### src/rtl/sync_delay_ctrl.sv
// rtl/sync_delay_ctrl.sv - frame-synchronous programmable delay line for {vs, hs, de}
// New delays take effect at an input frame boundary; outputs idle while the buffer refills.
module sync_delay_ctrl #(
   parameter int   MAX_DELAY     = 16,
   parameter int   DEFAULT_DELAY = 2,
   parameter logic SYNC_POL      = 1'b1,
   parameter int   DW            = 5
) (
   input  logic          clk,
   input  logic          rst_n,
   input  logic          de_in,
   input  logic          hs_in,
   input  logic          vs_in,
   input  logic          cfg_valid,
   input  logic [DW-1:0] cfg_delay,
   output logic          cfg_ready,
   output logic          cfg_err,
   output logic          de_out,
   output logic          hs_out,
   output logic          vs_out,
   output logic [DW-1:0] cur_delay,
   output logic          busy
);

   localparam int PW = (MAX_DELAY > 1) ? $clog2(MAX_DELAY) : 1;

   typedef enum logic [1:0] {S_RUN, S_PEND, S_FLUSH} state_t;

   state_t        state;
   state_t        state_nxt;
   logic [2:0]    mem [MAX_DELAY];
   logic [PW-1:0] wr_ptr;
   logic [PW-1:0] rd_ptr;
   logic [DW:0]   wp_ext;
   logic [DW:0]   lag_ext;
   logic [2:0]    tap;
   logic          vs_prev;
   logic          frame_start;
   logic          req_ok;
   logic          accept;
   logic [DW-1:0] pend_delay;
   logic [DW-1:0] flush_cnt;

   always_ff @(posedge clk) begin
      mem[wr_ptr] <= {vs_in, hs_in, de_in};
   end

   always_ff @(posedge clk or negedge rst_n) begin
      if (!rst_n) begin
         wr_ptr  <= '0;
         vs_prev <= ~SYNC_POL;
      end else begin
         wr_ptr  <= (wr_ptr == PW'(MAX_DELAY - 1)) ? '0 : wr_ptr + PW'(1);
         vs_prev <= vs_in;
      end
   end

   // Registered outputs: a delay of d reads the sample written d-1 cycles ago; d = 1 bypasses the buffer.
   assign wp_ext  = (DW+1)'(wr_ptr);
   assign lag_ext = (DW+1)'(cur_delay) - (DW+1)'(1);
   assign rd_ptr  = (wp_ext >= lag_ext) ? PW'(wp_ext - lag_ext)
                                        : PW'(wp_ext + (DW+1)'(MAX_DELAY) - lag_ext);
   assign tap     = (cur_delay == DW'(1)) ? {vs_in, hs_in, de_in} : mem[rd_ptr];

   assign frame_start = (vs_prev == ~SYNC_POL) && (vs_in == SYNC_POL);
   assign req_ok      = (cfg_delay != '0) && (cfg_delay <= DW'(MAX_DELAY));
   assign accept      = cfg_valid && cfg_ready;

   always_ff @(posedge clk or negedge rst_n) begin
      if (!rst_n) state <= S_FLUSH;
      else        state <= state_nxt;
   end

   always_comb begin
      state_nxt = state;
      case (state)
         S_RUN:   if (accept && req_ok) state_nxt = S_PEND;
         S_PEND:  if (frame_start) state_nxt = S_FLUSH;
         S_FLUSH: if (flush_cnt <= DW'(1)) state_nxt = S_RUN;
         default: state_nxt = S_FLUSH;
      endcase
   end

   // Ready is withheld while an error pulse is out so a reject and an accept never coincide.
   always_comb begin
      cfg_ready = (state == S_RUN) && !cfg_err;
      busy      = (state != S_RUN);
   end

   always_ff @(posedge clk or negedge rst_n) begin
      if (!rst_n) begin
         cur_delay  <= DW'(DEFAULT_DELAY);
         pend_delay <= DW'(DEFAULT_DELAY);
         flush_cnt  <= DW'(DEFAULT_DELAY);
         cfg_err    <= 1'b0;
         de_out     <= 1'b0;
         hs_out     <= ~SYNC_POL;
         vs_out     <= ~SYNC_POL;
      end else begin
         cfg_err <= accept && !req_ok;
         if (accept && req_ok) pend_delay <= cfg_delay;
         if (state == S_PEND && frame_start) begin
            cur_delay <= pend_delay;
            flush_cnt <= pend_delay;
         end else if (state == S_FLUSH && flush_cnt != '0) begin
            flush_cnt <= flush_cnt - DW'(1);
         end
         if (state_nxt == S_FLUSH) begin
            de_out <= 1'b0;
            hs_out <= ~SYNC_POL;
            vs_out <= ~SYNC_POL;
         end else begin
            {vs_out, hs_out, de_out} <= tap;
         end
      end
   end

endmodule

### config.mk
export PLATFORM = sky130hd
export DESIGN_NAME = sync_delay_ctrl
export DESIGN_NICKNAME = d
export VERILOG_FILES = /design/src/rtl/sync_delay_ctrl.sv
export SDC_FILE = /design/constraint.sdc
export NUM_CORES = 1
export LEC_CHECK = 0
export CORE_UTILIZATION = 50
export CTS_CLUSTER_SIZE = 14
export DETAILED_ROUTE_END_ITERATION = 10
export PLACE_DENSITY = 0.79
export SLEW_MARGIN = 25
export SYNTH_ARGS = -nofsm -noshare
export SYNTH_HDL_FRONTEND = slang
export SYNTH_SLANG_ARGS = --single-unit
### constraint.sdc
create_clock -name clk -period 7.1 [get_ports clk]
set_input_delay 1.775 -clock clk [delete_from_list [all_inputs] [get_ports clk]]
set_output_delay 1.775 -clock clk [all_outputs]
set_load 0.005 [all_outputs]
### After elaboration in Yosys (flattened, before gate mapping)

Memories as Yosys holds them, arrays and structs flattened.
Index checks and enable logic that the tools add are counted.

* memories kept: 1
* input port bits: 11
* memory bits (writable): 48
* register bits: 26
* output and inout bits: 11
* word-level logic and storage cells: 53

Memory list
* mem: words 16, bits a word 3, rd ports 1, clocked after memory_dff 0, write ports 1, line 31 `logic [2:0] mem [MAX_DELAY];`

* $lt $le $gt $ge: 3
* bitwise gates (word level): 1
* add/sub/neg operators: 6
* reductions and logical operators: 15
* mux-type cells: 12
* equal/unequal tests: 5

Operator list (number)
* 5-bit two-way mux: 2
* 5-bit nonzero test: 2
* 4-bit by 1-bit adder with 4-bit output, second input constant: 2
* 1-bit logical AND: 8
* 4-bit two-way mux: 2
* 4-bit subtractor: 2
* 4-bit by 6-bit >= comparator with 1-bit output: 1
* 2-bit two-way mux: 3
* 2-bit case mux with 3 select lines: 1
* 5-bit by 1-bit subtractor with 6-bit output, second input constant: 1
* 5-bit by 1-bit equality test with 1-bit output, second input constant: 1
* 5-bit by 1-bit <= comparator with 1-bit output, second input constant: 1
* 5-bit <= comparator, second input constant: 1
* 5-bit by 1-bit subtractor with 5-bit output, second input constant: 1
* 2-bit equality test, second input constant: 2
* 4-bit equality test, second input constant: 1
* 2-bit nonzero test: 2
* 1-bit two-way mux: 3
* 3-bit two-way mux: 1
* 2-bit by 1-bit equality test with 1-bit output, second input constant: 1
* 1-bit logical NOT: 2
* 2-bit logical NOT: 1
* 1-bit inverter: 1

### Depth between registers and ports, before layout

* depth after elaboration: 8
* depth in mapped cells: 10
* depth with buffers taken out: 9

### Worst setup path before layout

Ideal clock, no wire load.

* kind: input to register
* from: in cfg_delay[1]
* to: reg pend_delay[0]
* stages on the path: 4
* setup slack: 4.168 ns
* required time: 6.972 ns
* path buffers: 0
* library setup time: 0.128 ns
* arrival: 2.804 ns
* cells stage by stage: nor4_1 -> xnor2_1 -> nand3_1 -> mux2_1

* cells in the longest elaborated chain, start to end: 3
* elaborated cells on any way between the ends: 4
* those cells by class: order compare: 1; reduce/logical: 3

RTL lines
* start, declared: line 15 `input logic [DW-1:0] cfg_delay,`
* 5-bit <= comparator or 5-bit nonzero test (tied branches): line 66 `assign req_ok = (cfg_delay != '0) && (cfg_delay <= DW'(MAX_DELAY));`
* 1-bit logical AND (*): line 66
* 1-bit logical AND (*): line 101 `if (accept && req_ok) pend_delay <= cfg_delay;`
* end signal, assigned: line 93 `pend_delay <= DW'(DEFAULT_DELAY);`
* end signal, assigned: line 101
* end, declared: line 41 `logic [DW-1:0] pend_delay;`

Mark *: on every way between the ends. The rest lies on a longest branch, timed or not.
A chain may end at the register's enable or synchronous reset.

### Worst setup path in the final report

* from: reg state[0]
* to: out cfg_ready

* cells in the longest elaborated chain, start to end: 2

RTL lines
* start, declared: line 29 `state_t state;`
* start signal, assigned: line 71 `else state <= state_nxt;`
* 2-bit logical NOT: line 86 `cfg_ready = (state == S_RUN) && !cfg_err;`
* 1-bit logical AND: line 86
* end, declared: line 16 `output logic cfg_ready,`

No other way between the ends.

==> metrics.yaml <==
status: "finished, final reports clean"
worstHoldPathType: "flop to flop"
drv_cap: 0
grt_pass1_vias: 1964
antenna_left: 0
grt_pass1_wl_um: 10000
finalWeightedCongestion: 0.859
totalWireLength_um: 6000
postSynthAreaPerCell_um2: 15.5
first_pass_iters: 4
grt_use_total_pct: 19.5
setup_violations: 0
syn_inst: 216
drc: 0
relSlewSlack_pct: 40.9
ys_seq_area_share_pct: 62.7
ys_ff_latch: 74
most-common-layout-cells: "edfxtp_1 (48), dfrtp_1 (22), clkdlybuf4s50_1 (20)"
wl_per_cell_um: 18.5
syn_area_um2: 3340
antenna_cells: 0
p_leak_nw: 1.51
hold_violations: 0
period_share_pct: 49.9
die_y_um: 83.8
cts_buffer_depth: 2
start_kind: "flop"
drt_iter0_drc: 141
drt-vias-per-instance: 5.67
htree_levels: 3
power_density_nw_per_um2: 444
cts_sinks: 74
post-cts-setup-buffers: 0
crit_family: "buffers and inverters"
fmax_mhz: 282
worstSkewPairLatency_ns: 0.35
die_x_um: 83.8
worstMarginPinSlew_ns: 0.882
rows: 29
synth_top_cell_area_share_pct: 43.1
worst_clock_skew_ns: 0.00690
fp.dieArea_um2: 7020
critical_path.max_stage_delay_ns: 0.55
numCtsBuffers: 9
peakVddDrop_mv: 0.251
worstPathMaxFanout: 6
ctsResizeCount: 0
min_period_ns: 3.55
synth_warnings: 0
core_um2: 6390
nFillCells: 473
start_util_pct: 52.4
holdBufCountCts: 0
synth_edf_count: 48
num-nets-final: 266
rsz0062_at_grt: "no"
area_growth_pct: 14.1
worstSetupPathType: "flop to primary output"
synth_nets: 240
cp_num_buf_inv: 1
root_buffer: "clkbuf_8"
report.final.slew_viol_count: 0
clk_pin_slew_worst_paths_ns: 0.07
synth_flop_cell: "edfxtp_1"
yosysTopAreaCell: "edfxtp_1"
cp_data_required_time_ns: 5.33
cp-end-kind: "primary output"
overflow: 0
portBuffers: 21
grt_max_degree: 27
crit_slowest_cell: "clkdlybuf4s50_1"
hpwl_um: 4140
cts_tree: "built"
tns_ns: 0
worstPathArrival_ns: 1.77
antenna_found_initial: 0
utilization_pct: 59.8
ys_types: 41
drive_gt1_share_pct: 10.1
worstPathCellList: "or2_1, nor2_1, clkdlybuf4s50_1"
synthArstFlopShare_pct: 35.1
final_common_cell: "edfxtp_1"
vias: 1837
io_pins: 22
synth_area_leaders: "edfxtp_1 (43%), dfrtp_1 (16%), mux4_1 (9.4%)"
-- kinds of logic after synthesis --
kind of cell               share of synthesized area, %
adders and majority gates                          5.09
buffers and inverters                              2.28
xor gates and xnor gates                           2.81
and+or+nand+nor                                    9.39
AOI/OAI and AO/OA                                  3.85
muxes                                              13.9
DFF                                                62.7
-- stage by stage --
stage	std cells	power (W)	hold WS, ns	area, um2	setup WS (ns)
6_report	324	0.00170	0.501	3820	3.55
5_1_grt	324	0.00180	0.538	3820	3.44
4_1_cts	324	0.00171	0.507	3810	3.32
3_5_place_dp	308	0.00137	0.498	3600	2.95
3_3_place_gp	308	0.00134	0.485	3610	3.04
2_1_floorplan	216	0.00119	0.448	3340	4.17
-- metal layers --
layer  global-route usage (%)  vias to the layer above  part of all wire [%]
li1                         -                      859                     -
met1                     25.5                      922                    46
met2                     30.4                       41                    48
met3                     4.45                       15                   3.8
met4                     10.6                        0                   2.8
met5                        0                        -                     0
-- power breakdown --
group          internal (W)  switching (W)  leakage [nW]
Sequential         0.000530      0.0000527         0.752
Combinational      0.000429       0.000342         0.659
Clock              0.000195       0.000148         0.104
-- synthesized netlist by cell type, types with 5 or more instances --
library cell,n
o21ai_0,10
mux4_1,12
edfxtp_1,48
a21oi_1,5
nand2_1,14
mux2i_1,7
mux2_1,5
nor2_1,9
and2_1,10
ha_1,12
inv_1,9
dfrtp_1,22
-- final cells by class --
cell class	instances	area, um2	share of cell area (%)
clock inverter	6	81.3	2.13
clock buffer	10	128	3.34
tap	77	96.3	2.52
multi-input combinational	127	1180	30.8
sequential	74	2100	54.9
timing repair buffer	21	205	5.38
inverter	9	33.8	0.885
-- final timing paths --
check | from | end | slack (ns) | depth (start not counted)
worst max-delay path | state[0]$_DFF_PN0_ | cfg_ready | 3.55 | 3
worst min-delay path | pend_delay[1]$_DFFE_PN1P_ | cur_delay[1]$_DFFE_PN1P_ | 0.50 | 2
worst max register to register | cur_delay[1]$_DFFE_PN1P_ | vs_out$_DFF_PN0_ | 3.70 | 9
worst min register to register | pend_delay[1]$_DFFE_PN1P_ | cur_delay[1]$_DFFE_PN1P_ | 0.50 | 2
max in group asynchronous | rst_n | pend_delay[1]$_DFFE_PN1P_ | 5.30 | 1
min in group asynchronous | rst_n | cur_delay[2]$_DFFE_PN0P_ | 1.41 | 1
-- flip-flops by register name, summed over array words and instances, names as in the netlist --
register,count
state,2
flush_cnt,5
hs_out,1
vs_prev,1
wr_ptr,4
mem,48
vs_out,1
cur_delay,5
cfg_err,1
de_out,1
pend_delay,5
-- worst reg2reg max path, stage by stage (launching register included) --
cell	delay, ns
dfstp_2	0.55
inv_1	0.08
ha_1	0.30
inv_1	0.06
fa_1	0.43
xnor2_2	0.70
mux4_1	0.68
mux2i_1	0.20
mux2i_1	0.11
o21ba_1	0.18
Note: power is estimated with default switching activity, not from simulation.
